--- src/rtl/alu_op_pipe.sv ---
// -----------------------------------------------------------------------------
// alu_op_pipe
//
// Two-stage registered issue/capture wrapper around an external combinational
// ALU. Operations arrive on a valid/ready handshake and land in the stage-1
// operand register, which drives the ALU directly. One cycle later the ALU
// result, a zero flag and a divide-by-zero error are captured into the stage-2
// output register and offered downstream on a second valid/ready handshake.
// Both stages can advance in the same cycle, so the block sustains one
// operation per cycle while downstream is ready.
//
// Ports
//   clk         : single clock, all state on the rising edge
//   rst_n       : asynchronous active-low reset
//   in_valid    : upstream operation valid
//   in_ready    : block accepts an operation this cycle
//   in_a, in_b  : operands (DATA_WID)
//   in_sel      : 4-bit ALU opcode, passed through unfiltered
//   alu_a/b/sel : stage-1 register contents, driven to the ALU
//   alu_result  : combinational ALU output, sampled on the S1->S2 edge
//   out_valid   : stage-2 result valid
//   out_ready   : downstream accepts the result
//   out_result  : captured result (forced to 0 on divide-by-zero)
//   out_zero    : out_result == 0
//   out_dz_err  : captured op was a divide with B == 0
//   ops_done    : wrapping count of results accepted downstream
// -----------------------------------------------------------------------------
module alu_op_pipe #(
  parameter int DATA_WID = 4,
  parameter int CNT_WID  = 16
) (
  input  logic                clk,
  input  logic                rst_n,

  input  logic                in_valid,
  output logic                in_ready,
  input  logic [DATA_WID-1:0] in_a,
  input  logic [DATA_WID-1:0] in_b,
  input  logic [3:0]          in_sel,

  output logic [DATA_WID-1:0] alu_a,
  output logic [DATA_WID-1:0] alu_b,
  output logic [3:0]          alu_sel,
  input  logic [DATA_WID-1:0] alu_result,

  output logic                out_valid,
  input  logic                out_ready,
  output logic [DATA_WID-1:0] out_result,
  output logic                out_zero,
  output logic                out_dz_err,

  output logic [CNT_WID-1:0]  ops_done
);

  localparam logic [3:0] SEL_DIV = 4'b0011;

  // Stage 1: operand register feeding the ALU
  logic                s1_valid_q, s1_valid_d;
  logic [DATA_WID-1:0] s1_a_q,     s1_a_d;
  logic [DATA_WID-1:0] s1_b_q,     s1_b_d;
  logic [3:0]          s1_sel_q,   s1_sel_d;

  // Stage 2: captured result register
  logic                s2_valid_q,  s2_valid_d;
  logic [DATA_WID-1:0] s2_result_q, s2_result_d;
  logic                s2_zero_q,   s2_zero_d;
  logic                s2_dz_q,     s2_dz_d;

  logic [CNT_WID-1:0]  ops_done_q,  ops_done_d;

  // Handshake terms
  logic s2_take;   // S2 is empty or is being drained this cycle
  logic s1_move;   // S1 contents advance into S2 this cycle
  logic in_fire;   // upstream handshake completes
  logic out_fire;  // downstream handshake completes
  logic div_by_zero;
  logic [DATA_WID-1:0] capture_result;

  // NOTE: in_ready looks only at downstream state, never at in_valid, so there
  // is no combinational loop through an upstream that waits on ready.
  assign s2_take  = !s2_valid_q || out_ready;
  assign in_ready = !s1_valid_q || s2_take;
  assign s1_move  = s1_valid_q && s2_take;
  assign in_fire  = in_valid && in_ready;
  assign out_fire = s2_valid_q && out_ready;

  // A divide by zero replaces whatever the ALU drives with 0, so an undefined
  // ALU output can never reach the result register.
  assign div_by_zero    = (s1_sel_q == SEL_DIV) && (s1_b_q == '0);
  assign capture_result = div_by_zero ? '0 : alu_result;

  // NOTE: every always_comb output gets its hold value first, so no path
  // leaves a signal unassigned and no latch is inferred.
  always_comb begin
    s1_valid_d = s1_valid_q;
    s1_a_d     = s1_a_q;
    s1_b_d     = s1_b_q;
    s1_sel_d   = s1_sel_q;

    if (in_fire) begin
      s1_valid_d = 1'b1;
      s1_a_d     = in_a;
      s1_b_d     = in_b;
      s1_sel_d   = in_sel;
    end else if (s1_move) begin
      s1_valid_d = 1'b0;
    end
  end

  always_comb begin
    s2_valid_d  = s2_valid_q;
    s2_result_d = s2_result_q;
    s2_zero_d   = s2_zero_q;
    s2_dz_d     = s2_dz_q;

    if (s1_move) begin
      s2_valid_d  = 1'b1;
      s2_result_d = capture_result;
      // Zero is judged on the masked value, so a divide-by-zero reads as zero.
      s2_zero_d   = (capture_result == '0);
      s2_dz_d     = div_by_zero;
    end else if (out_ready) begin
      s2_valid_d  = 1'b0;
    end
  end

  always_comb begin
    ops_done_d = ops_done_q;
    if (out_fire) begin
      ops_done_d = ops_done_q + 1'b1;  // wraps naturally at all-ones
    end
  end

  // NOTE: state is updated with non-blocking assignments so every flop samples
  // the pre-edge value of every other flop, independent of statement order.
  // Data registers are reset too: their reset values are visible on alu_* and
  // out_* and must be defined, not just the valid bits.
  always_ff @(posedge clk or negedge rst_n) begin
    if (!rst_n) begin
      s1_valid_q  <= 1'b0;
      s1_a_q      <= '0;
      s1_b_q      <= '0;
      s1_sel_q    <= '0;
      s2_valid_q  <= 1'b0;
      s2_result_q <= '0;
      s2_zero_q   <= 1'b0;
      s2_dz_q     <= 1'b0;
      ops_done_q  <= '0;
    end else begin
      s1_valid_q  <= s1_valid_d;
      s1_a_q      <= s1_a_d;
      s1_b_q      <= s1_b_d;
      s1_sel_q    <= s1_sel_d;
      s2_valid_q  <= s2_valid_d;
      s2_result_q <= s2_result_d;
      s2_zero_q   <= s2_zero_d;
      s2_dz_q     <= s2_dz_d;
      ops_done_q  <= ops_done_d;
    end
  end

  assign alu_a      = s1_a_q;
  assign alu_b      = s1_b_q;
  assign alu_sel    = s1_sel_q;
  assign out_valid  = s2_valid_q;
  assign out_result = s2_result_q;
  assign out_zero   = s2_zero_q;
  assign out_dz_err = s2_dz_q;
  assign ops_done   = ops_done_q;

endmodule
--- config.mk ---
export PLATFORM = sky130hd
export DESIGN_NAME = alu_op_pipe
export DESIGN_NICKNAME = d
export VERILOG_FILES = /design/src/rtl/alu_op_pipe.sv
export SDC_FILE = /design/constraint.sdc
export NUM_CORES = 1
export LEC_CHECK = 0
export ABC_AREA = 1
export BUFFER_PORTS_ARGS = -buffer_cell sky130_fd_sc_hd__buf_2
export CORE_ASPECT_RATIO = 2
export CORE_MARGIN = 2
export CORE_UTILIZATION = 38
export CTS_CLUSTER_DIAMETER = 120
export DETAILED_ROUTE_END_ITERATION = 8
export HOLD_SLACK_MARGIN = 0.1
export SLEW_MARGIN = 20
export SYNTH_ARGS = -nofsm -noshare
export SYNTH_HDL_FRONTEND = slang
export SYNTH_SLANG_ARGS = --single-unit
--- constraint.sdc ---
create_clock -name clk -period 1.9 [get_ports clk]
set_input_delay 0.19 -clock clk [delete_from_list [all_inputs] [get_ports clk]]
set_output_delay 0.19 -clock clk [all_outputs]
set_load 0.02 [all_outputs]
==> impl_metrics.toml <==
[run_status]
run_status = "completed"

[setup_path]
setup.worst_path.end = "ops_done[14]"
cp_peak_stage_delay_ns = 0.42
cpMostUsedCell = "sky130_fd_sc_hd__nand2_1"
worst-endpoint-arrival_ns = 1.42
crit-reg2reg-capture = "ops_done[14]"
worstSetupPathDepth = 6
worstRegToRegCells = 6
launch_point_of_the_worst_path = "ops_done[1]"
crit_path_max_fo = 4
timing.critical_path.cells = "ha_1 -> nand3b_4 -> nor2_2 -> nand3_1 -> nand2_1 -> nand2_1"
endpoint_kind = "flop"
reg2reg_from = "ops_done[1]"
setup.worst_path.class = "reg -> reg"
timing.critical_path.buf_inv = 0
r2r_slack_ns = 0.66
cp-start-kind = "flop"
critPathSlowestCell = "sky130_fd_sc_hd__dfrtp_1"
critPathRequiredTime_ns = 2.08
critical_path.top_delay_family = "simple AND/OR/NAND/NOR gates"

[route]
drtIter0Drc = 14
wire_per_inst_um = 11.7
avgViaCountPerCell = 4.62
detail_route.drc_violations = 0
met1Wirelength_mm = 1.14
number_of_antenna_violating_nets_in_the_routed_design = 0
maxUsedRoutingLayer = "met4"
routed-wl-met2_mm = 1.88
wl_mm = 3.27
first_pass_iters = 4
wl_met3_um = 211
route.vias.total = 1288

[timing]
fin_crit_sh_pct = 65.3
finalWorstPathRequiredPeriod_ns = 1.24
timing.slew.headroom_pct = 63.0
final-hold-violation-count = 0
largest_clock_skew_in_the_final_design_ns = 0.00600
layout_setup_ws_ns = 0.660
grt_setup_unrepaired = "no"
finalHoldWorstSlack_ns = 0.134
report.final.slew_viol_count = 0
final_setup_violating_endpoints = 0
setup-tns-final_ns = 0
achievable-frequency_ghz = 0.806
timing_worst_slew_pin_value_ns = 0.555

[finish]
leading_cell_types_in_the_layout_fill_and_taps_excluded = "sky130_fd_sc_hd__buf_2 (55), sky130_fd_sc_hd__nand2_1 (41), sky130_fd_sc_hd__dfrtp_1 (36)"
instances_no_fill = 279
layout_cell_share_with_drive_strength_beyond_1_pct = 37.9
insertedDiodeCount = 0
design_area_um2 = 2050
mostFrequentLayoutCell = "sky130_fd_sc_hd__buf_2"
area_delta_synth_final_pct = 26.9
nNetsFinal = 248

[synthesis]
yosys.area.top_type_share_pct = 55.7
primary_ff_master_synth = "sky130_fd_sc_hd__dfrtp_1"
post_synth_num_cell_types = 28
syn_inst = 163
synth_area_leaders = "sky130_fd_sc_hd__dfrtp_1 (56%), sky130_fd_sc_hd__nand2_1 (9.5%), sky130_fd_sc_hd__mux2_2 (4.9%)"
synth-warning-count = 0
post_synthesis_sequential_area_ratio_pct = 55.7
synthesis.area_per_instance_um2 = 9.93
synth.net_count = 184
synth.cell_area_um2 = 1620
postSynth.asyncResetShare_pct = 100
ys_ff_latch = 36
synth_largest_area_cell = "sky130_fd_sc_hd__dfrtp_1"
synth_enable_flop_cells = 0

[floorplanning]
core.rowCount = 33
io-pin-count = 56
floorplan.die_area_um2 = 4830
initial_core_util_pct = 39.6
die-height_um = 96.3
core_area_um2 = 4090
die_width_um = 50.1

[global_route]
pin_count_of_the_biggest_net_entering_global_routing = 26
grt-ovfl-total = 0
number_of_global_route_vias_before_repair = 1299
initial_antenna_violation_count = 0
globalRouteTotalUtil_pct = 15.1
grt_first_pass_wirelength_mm = 5.49

[cts]
clock_tree.root_cell = "sky130_fd_sc_hd__clkbuf_8"
clock_tree.buffer_depth = 2
postCtsResizedCells = 0
clock-sinks = 36
ctsHtreeMaxLevel = 2
tritoncts_clock_tree = "yes"
cts_inserted_buffers = 5
clk_pin_slew_worst_paths_ns = 0.07
worstSkewPairLatency_ns = 0.28

[power_and_ir_drop]
worst_ir_drop_vdd_mv = 0.550
total_leakage_power_nw = 1.08
powerDensity_nw_per_um2 = 1010

[placement]
dpl_cell_area_um2 = 1960
dp.final_hpwl_mm = 2.63
gp_congestion = 0.749
cell_total_after_placement = 271
preCtsSetupSlack_ns = 0.639
buffer_ports.inserted = 55

[worst_hold_path]
timing.hold.worst.class = "in -> reg"

[run]
drv.max_cap_violation_count = 0
## Yosys cell counts (all sizes together) (2+ instances only)
| cell type | number |
|---|---|
| nand3 | 14 |
| nand4 | 2 |
| nand2 | 45 |
| inv | 14 |
| a21oi | 4 |
| nor3 | 3 |
| mux2 | 8 |
| xor2 | 3 |
| xnor2 | 6 |
| nor2 | 19 |
| nand3b | 2 |
| dfrtp | 36 |
## final cells by class
cell class,count,area [um2]
clock inverter,2,12.5
sequential,36,901
timing repair buffer,58,300
clock buffer,5,68.8
fill,402,2030
inverter,15,56.3
multi-input combinational,111,649
tap,52,65.1
## stage by stage
stage          total power [W]  utilization, %
2_1_floorplan          0.00138               -
3_3_place_gp           0.00159            48.0
3_5_place_dp           0.00160            48.0
4_1_cts                0.00212            50.2
5_1_grt                0.00221            50.2
6_report               0.00208            50.2
## per-layer routing
metal | up-vias | GRT usage [%]
met5 | - | 0
met4 | 0 | 4.40
met2 | 47 | 30.0
met1 | 594 | 14.0
met3 | 3 | 4.66
li1 | 644 | -
## how the worst min path moves through the flow
| stage | from | to | slack (ns) | depth (start not counted) |
|---|---|---|---|---|
| floorplan | rst_n | alu_a[0] | -0.11 | 0 |
| global placement | rst_n | ops_done[8] | 0.22 | 1 |
| detailed placement | rst_n | ops_done[8] | 0.22 | 1 |
| CTS | in_a[1] | alu_a[1] | 0.12 | 2 |
| global route | in_a[2] | alu_a[2] | 0.12 | 2 |
| finish | in_a[1] | alu_a[1] | 0.13 | 2 |
## logic make-up after synthesis
kind of cell | share of synthesized area (%)
buffers and inverters | 4.18
flip-flops | 55.7
XOR/XNOR | 4.87
adder cells (fa/ha/maj) | 0.773
multiplexers | 5.80
AND/OR/NAND/NOR | 26.2
AO/OA/AOI/OAI | 2.47
## sequential cells by signal (all words and copies together) (netlist names)
register	count
alu_a	4
alu_b	4
out_result	4
out_dz_err	1
out_valid	1
s1_valid_q	1
ops_done	16
alu_sel	4
out_zero	1
## timing repair
action	in CTS	in global routing
buffers inserted	0	0
endpoints found under the hold margin	23	0
hold buffers	1	0
## report_power, final
group	internal [W]	switching (W)
Sequential	0.000891	0.000111
Combinational	0.000217	0.000352
Clock	0.000248	0.000261
(Power assumes the default switching activity.)
